$ cat src/rtl/vram_arb_pkg.sv
// vram_arb_pkg: shared types and constants for the VRAM arbiter.
//   state_e  - arbiter FSM state (last handshake owner)
//   owner_e  - read-data owner tag carried alongside each RAM access
//   tag_t    - owner plus is-read flag for the return-data pipe
//   SLOT_PERIOD - pixels between display fetch slots
package vram_arb_pkg;
    typedef enum logic [1:0] {IDLE, OWN0, OWN1} state_e;
    typedef enum logic [1:0] {TAG_NONE, TAG_DISP, TAG_R0, TAG_R1} owner_e;
    typedef struct packed {
        owner_e owner;
        logic   rd;
    } tag_t;
    localparam int SLOT_PERIOD = 8;
endpackage

$ cat src/rtl/vram_slot_timer.sv
// vram_slot_timer: flags the renderer's reserved fetch cycles.
//   hpos, vpos  - beam position from the sync generator
//   disp_slot   - high on one pixel per SLOT_PERIOD inside the visible area
module vram_slot_timer
    import vram_arb_pkg::*;
#(
    parameter int H_DISPLAY  = 256,
    parameter int V_DISPLAY  = 256,
    parameter int SLOT_PHASE = 0
) (
    input  logic [8:0] hpos,
    input  logic [8:0] vpos,
    output logic       disp_slot
);
    localparam int PW = $clog2(SLOT_PERIOD);
    localparam logic [PW-1:0] PHASE = PW'(SLOT_PHASE);
    localparam logic [9:0] HD = 10'(H_DISPLAY);
    localparam logic [9:0] VD = 10'(V_DISPLAY);

    assign disp_slot = ({1'b0, hpos} < HD) && ({1'b0, vpos} < VD) && (hpos[PW-1:0] == PHASE);
endmodule

$ cat src/rtl/vram_arbiter.sv
// vram_arbiter: shares single-port VRAM between the renderer (fixed slots) and
// two round-robin requesters.
//   clk, reset (async, active-low)
//   hpos, vpos, disp_addr         - renderer timing and fetch address
//   disp_slot, disp_rvalid        - slot flag and renderer read-data valid
//   reqN, weN, addrN, wdataN      - requester command, held until gntN
//   lockN                         - burst hold (only with VRAM_ARB_LOCK_EN)
//   gntN, rvalidN                 - grant and read-data valid per requester
//   ram_en/we/addr/wdata, ram_rdata - registered RAM command port, sync read data
// Optional feature macro: VRAM_ARB_LOCK_EN (locked bursts up to MAX_BURST).
module vram_arbiter
    import vram_arb_pkg::*;
#(
    parameter int ADDR_W     = 16,
    parameter int DATA_W     = 8,
    parameter int H_DISPLAY  = 256,
    parameter int V_DISPLAY  = 256,
    parameter int SLOT_PHASE = 0,
    parameter int MAX_BURST  = 4
) (
    input  logic              clk,
    input  logic              reset,
    input  logic [8:0]        hpos,
    input  logic [8:0]        vpos,
    input  logic [ADDR_W-1:0] disp_addr,
    output logic              disp_slot,
    output logic              disp_rvalid,
    input  logic              req0,
    input  logic              we0,
    input  logic [ADDR_W-1:0] addr0,
    input  logic [DATA_W-1:0] wdata0,
    input  logic              req1,
    input  logic              we1,
    input  logic [ADDR_W-1:0] addr1,
    input  logic [DATA_W-1:0] wdata1,
`ifdef VRAM_ARB_LOCK_EN
    input  logic              lock0,
    input  logic              lock1,
`endif
    output logic              gnt0,
    output logic              gnt1,
    output logic              rvalid0,
    output logic              rvalid1,
    output logic              ram_en,
    output logic              ram_we,
    output logic [ADDR_W-1:0] ram_addr,
    output logic [DATA_W-1:0] ram_wdata,
    input  logic [DATA_W-1:0] ram_rdata
);
    logic   slot_raw, slot, open, pref0, unused;
    state_e state, state_nx;
    tag_t   tag_nx, tag1, tag2;

    vram_slot_timer #(
        .H_DISPLAY (H_DISPLAY),
        .V_DISPLAY (V_DISPLAY),
        .SLOT_PHASE(SLOT_PHASE)
    ) u_slot (
        .hpos     (hpos),
        .vpos     (vpos),
        .disp_slot(slot_raw)
    );

    // Combinational outputs are forced low while reset is held.
    assign slot      = reset && slot_raw;
    assign open      = reset && !slot_raw;
    assign disp_slot = slot;

    // Read data goes straight to its consumer; the arbiter only qualifies it.
    assign unused = ^{ram_rdata, MAX_BURST[0]};

`ifdef VRAM_ARB_LOCK_EN
    localparam int CW = $clog2(MAX_BURST + 1);
    logic [CW-1:0] burst, burst_nx;
    logic          hold0, hold1;

    // A locked owner keeps priority until it has used MAX_BURST grants.
    assign hold0 = (state == OWN0) && lock0 && (burst != '0) && (burst < CW'(MAX_BURST));
    assign hold1 = (state == OWN1) && lock1 && (burst != '0) && (burst < CW'(MAX_BURST));
    assign pref0 = hold0 || (!hold1 && state != OWN0);

    always_comb begin
        burst_nx = burst;
        if (gnt0)
            burst_nx = !lock0 ? '0 : (state == OWN0 && burst != '0) ?
                       ((burst == CW'(MAX_BURST)) ? burst : burst + 1'b1) : CW'(1);
        else if (gnt1)
            burst_nx = !lock1 ? '0 : (state == OWN1 && burst != '0) ?
                       ((burst == CW'(MAX_BURST)) ? burst : burst + 1'b1) : CW'(1);
        else if (open && !((state == OWN0) ? (req0 && lock0) : (state == OWN1) ? (req1 && lock1) : 1'b0))
            burst_nx = '0;
    end

    // Slot cycles leave the count untouched so a burst resumes after the slot.
    always_ff @(posedge clk or negedge reset) begin
        if (!reset)
            burst <= '0;
        else
            burst <= burst_nx;
    end
`else
    assign pref0 = (state != OWN0);
`endif

    always_comb begin
        gnt0     = open && req0 && (!req1 || pref0);
        gnt1     = open && req1 && (!req0 || !pref0);
        state_nx = gnt0 ? OWN0 : gnt1 ? OWN1 : state;
    end

    always_comb begin
        tag_nx = tag_t'{TAG_NONE, 1'b0};
        if (slot)
            tag_nx = tag_t'{TAG_DISP, 1'b1};
        else if (gnt0 && !we0)
            tag_nx = tag_t'{TAG_R0, 1'b1};
        else if (gnt1 && !we1)
            tag_nx = tag_t'{TAG_R1, 1'b1};
    end

    always_ff @(posedge clk or negedge reset) begin
        if (!reset) begin
            state     <= IDLE;
            ram_en    <= 1'b0;
            ram_we    <= 1'b0;
            ram_addr  <= '0;
            ram_wdata <= '0;
            tag1      <= tag_t'{TAG_NONE, 1'b0};
            tag2      <= tag_t'{TAG_NONE, 1'b0};
        end else begin
            state     <= state_nx;
            ram_en    <= slot || gnt0 || gnt1;
            ram_we    <= gnt0 ? we0 : (gnt1 && we1);
            ram_addr  <= slot ? disp_addr : gnt0 ? addr0 : gnt1 ? addr1 : ram_addr;
            ram_wdata <= gnt0 ? wdata0 : gnt1 ? wdata1 : ram_wdata;
            tag1      <= tag_nx;
            tag2      <= tag1;
        end
    end

    assign disp_rvalid = tag2.rd && (tag2.owner == TAG_DISP);
    assign rvalid0     = tag2.rd && (tag2.owner == TAG_R0);
    assign rvalid1     = tag2.rd && (tag2.owner == TAG_R1);
endmodule
$ cat config.mk
export PLATFORM = sky130hd
export DESIGN_NAME = vram_arbiter
export DESIGN_NICKNAME = d
export VERILOG_FILES = /design/src/rtl/vram_arb_pkg.sv /design/src/rtl/vram_slot_timer.sv /design/src/rtl/vram_arbiter.sv
export SDC_FILE = /design/constraint.sdc
export NUM_CORES = 1
export LEC_CHECK = 0
export CAP_MARGIN = 5
export CORE_ASPECT_RATIO = 2
export CORE_MARGIN = 2
export CORE_UTILIZATION = 25
export CTS_CLUSTER_SIZE = 12
export DETAILED_ROUTE_END_ITERATION = 7
export PLACE_DENSITY = 0.68
export SLEW_MARGIN = 20
export SYNTH_ARGS = -nofsm -noshare
export SYNTH_HDL_FRONTEND = slang
export SYNTH_SLANG_ARGS = --single-unit
$ cat constraint.sdc
create_clock -name clk -period 1.85 [get_ports clk]
set_clock_uncertainty 0.15 [all_clocks]
set_input_delay 0.2775 -clock clk [delete_from_list [all_inputs] [get_ports clk]]
set_output_delay 0.2775 -clock clk [all_outputs]
set_load 0.05 [all_outputs]
Yosys cells after proc, flatten, opt, wreduce, memory -nomap -nowiden
Cells that the tools add are included.

storage, ports and cells
  flip-flop bits (word level) = 34
  input bits = 96
  output and inout bits = 32
  word-level logic and storage cells = 53

operators by class
  order comparisons = 2
  equal/unequal tests = 4
  mux-type cells = 11
  reductions and logical operators = 27

operator list
  kind                                                                      number
  16-bit two-way mux                                                        3
  9-bit less-than comparator (second input constant)                        2
  8-bit two-way mux                                                         2
  1-bit logical AND                                                         14
  3-bit two-way mux                                                         3
  1-bit zero test                                                           6
  2-bit == test (second input constant)                                     2
  1-bit logical OR                                                          4
  2-bit two-way mux                                                         2
  3-bit zero test                                                           1
  3-bit nonzero test                                                        1
  2-bit by 1-bit == test with 1-bit output (second input constant)          1
  2-bit by 1-bit inequality test with 1-bit output (second input constant)  1
  2-bit nonzero test                                                        1
  1-bit two-way mux                                                         1

Longest topological paths before layout
  word-level depth = 11
  gate-level depth with buffers = 5
  mapped depth without buffers = 5

Hierarchy
Synthesis repeated with hierarchy kept, for this count alone.

unflattened totals
  cells, all modules = 172
  area total of the unflattened synthesis = 1762.9 µm²

modules (own cells, without submodules)
  module           instances  cells an instance  area an instance (µm²)  seq. area each (µm²)
  vram_arbiter     1          170                1751.7                  850.8
  vram_slot_timer  1          2                  11.3                    0.0

Least setup slack after synthesis
Ideal clock, no wire load.

  path kind = input to register
  from = input port hpos[1]
  to = register ram_wdata[3]
  arrival = 1721 ps
  setup slack = -147 ps
  stages on the path = 5
  path through = or4_4 -> o21ai_2 -> or2_1 -> inv_2 -> a221o_1

on the way
  cells in the longest elaborated chain, start to end = 8
  elaborated cells between the ends (all ways) = 12

RTL lines
  item                                 RTL line               RTL
  from (decl)                          vram_arbiter.sv:23     input logic [8:0] hpos,
  9-bit less-than comparator           vram_slot_timer.sv:20  assign disp_slot = ({1'b0, hpos} < HD) && ({1'b0, vpos} < VD) && (hpos[PW-1:0] == PHASE);
  1-bit logical AND                    vram_slot_timer.sv:20
  1-bit logical AND (*)                vram_slot_timer.sv:20
  1-bit zero test (*)                  vram_arbiter.sv:66     assign open = reset && !slot_raw;
  1-bit logical AND (*)                vram_arbiter.sv:66
  1-bit logical AND (*) (2 in series)  vram_arbiter.sv:107    gnt1 = open && req1 && (!req0 || !pref0);
  via gnt1                             vram_arbiter.sv:41     output logic gnt1,
  2-bit nonzero test (no line) (*)     n/a
  to (signal assigned)                 vram_arbiter.sv:135    ram_wdata <= gnt0 ? wdata0 : gnt1 ? wdata1 : ram_wdata;
  to (decl)                            vram_arbiter.sv:47     output logic [DATA_W-1:0] ram_wdata,

The timed path passes the listed nets; every way through them passes the cells marked *.
A chain may end at the register's enable or synchronous reset.

Final worst setup path
  from = input port hpos[1]
  to = output port gnt0

on the way
  cells in the longest elaborated chain, start to end = 7
  elaborated cells between the ends (all ways) = 8

RTL lines
  item                                 RTL line               RTL
  9-bit less-than comparator           vram_slot_timer.sv:20
  1-bit logical AND                    vram_slot_timer.sv:20
  1-bit logical AND (*)                vram_slot_timer.sv:20
  1-bit zero test (*)                  vram_arbiter.sv:66
  1-bit logical AND (*)                vram_arbiter.sv:66
  1-bit logical AND (*) (2 in series)  vram_arbiter.sv:106    gnt0 = open && req0 && (!req1 || pref0);
  to (decl)                            vram_arbiter.sv:40     output logic gnt0,

Every way passes the cells marked *; elsewhere a longest branch is shown, timed or not.

==> flow_results.xml <==
<?xml version="1.0" encoding="UTF-8"?>
<metrics>
  <group name="pwr">
    <metric name="peak_supply_drop" unit="uV">433</metric>
    <metric name="power.sequential.fraction" unit="">0.320</metric>
    <metric name="clock_power_share" unit="">0.314</metric>
    <metric name="power.combinational.fraction" unit="">0.367</metric>
    <metric name="total_leakage_power" unit="nW">1.58</metric>
    <metric name="net-switching-power" unit="mW">0.934</metric>
    <metric name="internal_power" unit="mW">1.92</metric>
    <metric name="p_per_area" unit="mW/mm2">868</metric>
    <metric name="total_power" unit="mW">2.85</metric>
    <metric name="sw_frac_of_total" unit="">0.327</metric>
  </group>
  <group name="floorplan">
    <metric name="initial_utilization" unit="">0.259</metric>
    <metric name="io_pins" unit="">128</metric>
    <metric name="die_h" unit="um">122</metric>
    <metric name="dieArea" unit="mm2">0.00764</metric>
    <metric name="floorplan.rows" unit="">42</metric>
    <metric name="die_w" unit="um">62.8</metric>
    <metric name="placeableCoreArea" unit="mm2">0.00667</metric>
  </group>
  <group name="timing">
    <metric name="fin_crit_sh" unit="">1.02</metric>
    <metric name="worst_pin_slew" unit="ns">0.295</metric>
    <metric name="rsz0062_at_grt" unit="">yes</metric>
    <metric name="setup_ws" unit="ns">-0.0396</metric>
    <metric name="finalHoldViolations" unit="">0</metric>
    <metric name="clock.fmax" unit="MHz">529</metric>
    <metric name="max_slew_margin" unit="">0.804</metric>
    <metric name="finalSetupViolCount" unit="">2</metric>
    <metric name="final_max_slew_viol_count" unit="">0</metric>
    <metric name="setup_total_negative_slack" unit="ns">-0.0566</metric>
    <metric name="fin_hold_ws" unit="ns">0.123</metric>
    <metric name="min_period" unit="ns">1.89</metric>
  </group>
  <group name="final_layout">
    <metric name="multi_input_area" unit="um2">792</metric>
    <metric name="post_layout_nonfiller_instances" unit="">382</metric>
    <metric name="layout.nets" unit="">389</metric>
    <metric name="layout.area.seq" unit="um2">851</metric>
    <metric name="finish.utilization" unit="">0.493</metric>
    <metric name="n_fill_cell" unit="">626</metric>
    <metric name="area_delta_synth_final" unit="%">90.0</metric>
    <metric name="num_antenna_cells" unit="">0</metric>
    <metric name="post_route_cells_drive_above_1_share" unit="">0.306</metric>
  </group>
  <group name="global_route">
    <metric name="globalRouteOverflowTotal" unit="">0</metric>
    <metric name="global_route.usage.total" unit="">0.152</metric>
    <metric name="vias_in_the_first_global_route" unit="">1847</metric>
    <metric name="grt_max_degree" unit="">23</metric>
    <metric name="grt_pass1_wl" unit="mm">8.94</metric>
    <metric name="antenna_found_initial" unit="">0</metric>
  </group>
  <group name="route">
    <metric name="route.vias.total" unit="">1712</metric>
    <metric name="firstDrtPassIters" unit="">2</metric>
    <metric name="routed_wl" unit="mm">5.66</metric>
    <metric name="detail_route.wl_per_cell" unit="um">14.8</metric>
    <metric name="drt_iter0_markers" unit="">40</metric>
    <metric name="detail_route_antenna_nets" unit="">0</metric>
    <metric name="drc" unit="">0</metric>
    <metric name="vias_cell" unit="">4.48</metric>
  </group>
  <group name="hold_path">
    <metric name="hp_class" unit="">in2async</metric>
  </group>
  <group name="logic_synthesis">
    <metric name="yosysWarningCount" unit="">0</metric>
    <metric name="synth_ff_type" unit="">dfrtp_1</metric>
    <metric name="ys_ff_latch" unit="">34</metric>
    <metric name="netlist_instances" unit="">160</metric>
    <metric name="proportion_of_synthesized_flip_flops_having_asynchronous_set_or_reset" unit="">1.00</metric>
    <metric name="synthTopCellsByArea" unit="">dfrtp_1, mux2i_1, a221oi_2</metric>
    <metric name="synth.top_cell.area_share" unit="">0.492</metric>
    <metric name="synth.avg_cell_area" unit="um2">10.8</metric>
    <metric name="syn_area" unit="mm2">0.00173</metric>
    <metric name="synth_nets" unit="">256</metric>
    <metric name="post_synth_num_cell_types" unit="">32</metric>
    <metric name="synth_enable_flop_cells" unit="">0</metric>
    <metric name="synth.yosys.seq_area_share" unit="">0.492</metric>
    <metric name="synth_top_area_cell" unit="">dfrtp_1</metric>
  </group>
  <group name="critical_path">
    <metric name="cp.required" unit="ns">1.42</metric>
    <metric name="arrival" unit="ns">1.46</metric>
    <metric name="start_kind" unit="">primary input</metric>
    <metric name="regToRegSetupSlack" unit="ns">0.15</metric>
    <metric name="critical_path_peak_fanout" unit="">3</metric>
    <metric name="worst_r2r_path_depth" unit="">6</metric>
    <metric name="timing.rr.end" unit="">ram_addr[13]</metric>
    <metric name="worst_r2r_startpoint" unit="">state[1]</metric>
    <metric name="worst_setup_path_end_kind" unit="">output port</metric>
    <metric name="critical_path_class" unit="">in2out</metric>
  </group>
  <group name="placed_design">
    <metric name="io_buffer_count" unit="">106</metric>
    <metric name="dp_cells" unit="">366</metric>
    <metric name="dpl.hpwl" unit="mm">4.42</metric>
    <metric name="routabilityCongestion" unit="">0.710</metric>
  </group>
  <group name="clock_tree">
    <metric name="cts_sinks" unit="">34</metric>
    <metric name="h-tree-depth" unit="">2</metric>
    <metric name="tritoncts.num_buffers" unit="">5</metric>
    <metric name="clk_path_buf_depth" unit="">2</metric>
    <metric name="cts_tree" unit="">done</metric>
    <metric name="clk_pin_slew_worst_paths" unit="ns">0.06</metric>
    <metric name="clock_tree_root_driver_cell" unit="">clkbuf_16</metric>
    <metric name="worst_skew_pair.late_latency" unit="ns">0.27</metric>
  </group>
  <group name="run_status">
    <metric name="status" unit="">finished, violations left</metric>
    <metric name="failing_checks" unit="">setup timing</metric>
  </group>
  <group name="flow_run">
    <metric name="cap_viol_max_count" unit="">0</metric>
  </group>
</metrics>
## flip-flops by register name, indices dropped and copies added (netlist names)
register	flops
ram_wdata	8
ram_en	1
ram_addr	16
tag1	3
ram_we	1
tag2	3
state	2
## cells in the final DEF, fill, tap and decap left out, types with 6 or more instances in the layout
master / netlist / routed
a221oi_2: 9 / 11
clkdlybuf4s50_1: 0 / 67
buf_12: 1 / 6
inv_1: 20 / 19
nor2b_1: 6 / 6
dfrtp_1: 34 / 34
mux2i_1: 16 / 15
nor2_1: 21 / 21
buf_4: 0 / 47
## per-layer routing
| layer | vias up | wire length, um | track usage |
|---|---|---|---|
| met3 | 4 | 290 | 0.0360 |
| li1 | 842 | - | - |
| met2 | 66 | 3330 | 0.307 |
| met5 | - | 0 | 0 |
| met4 | 0 | 54 | 0.0472 |
| met1 | 800 | 1980 | 0.148 |
## worst max-delay path, stage by stage
cell      delay (ns)
buf_6           0.09
or4_4           0.57
o211ai_4        0.21
buf_12          0.15
inv_12          0.03
buf_12          0.13
## layout make-up
class,instances,share of cell area
Sequential cell,34,0.259
Multi-Input combinational cell,98,0.241
Timing Repair Buffer,132,0.386
Tap cell,88,0.0335
Inverter,22,0.0304
Clock buffer,8,0.0506
## power by group through the flow
stage / sequential (mW) / combinational [mW] / clock, mW
2_1_floorplan: 1.23 / 0.266 / 0
3_3_place_gp: 0.921 / 1.00 / 0
3_5_place_dp: 0.922 / 1.01 / 0
4_1_cts: 0.913 / 1.05 / 0.922
5_1_grt: 0.926 / 1.11 / 0.952
6_report: 0.912 / 1.05 / 0.895
## worst max-delay path by stage
stage                     startpoint            to  cells after the start
after floorplan              hpos[8]   ram_addr[6]                      5
after global placement       hpos[8]  ram_addr[11]                      5
after detailed placement     hpos[8]   ram_addr[5]                      6
after CTS                    hpos[1]          gnt0                      6
after global routing         hpos[1]          gnt0                      6
final                        hpos[1]          gnt0                      6
## cell families after synthesis
family | synth area share
AOI/OAI and AO/OA | 0.229
and+or+nand+nor | 0.111
DFF | 0.492
buffers and inverters | 0.0759
muxes | 0.0926
## Yosys cell counts, types with 2 or more instances
cell and n:
a21o_1 4, a21oi_1 4, a221o_1 5, a221oi_1 7, a221oi_2 9, buf_2 2
clkbuf_1 2, dfrtp_1 34, inv_1 20, inv_2 2, mux2i_1 16, nand2_1 5
nor2_1 21, nor2b_1 6, o21ai_0 6
## per-stage QoR
stage	area [um2]	setup WS (ns)
after floorplan	1740	-0.0724
after global placement	2980	-0.522
after detailed placement	2980	-0.578
after CTS	3240	-0.0357
after global routing	3290	-0.0615
final	3290	-0.0396
## what timing repair did
action,in CTS,in global routing
endpoints found under the setup margin,33,16
hold buffers,1,0
resized for setup,27,10
pin swaps,5,4
buffers inserted,6,2
hold endpoints to repair,34,0
(Power assumes the default switching activity.)
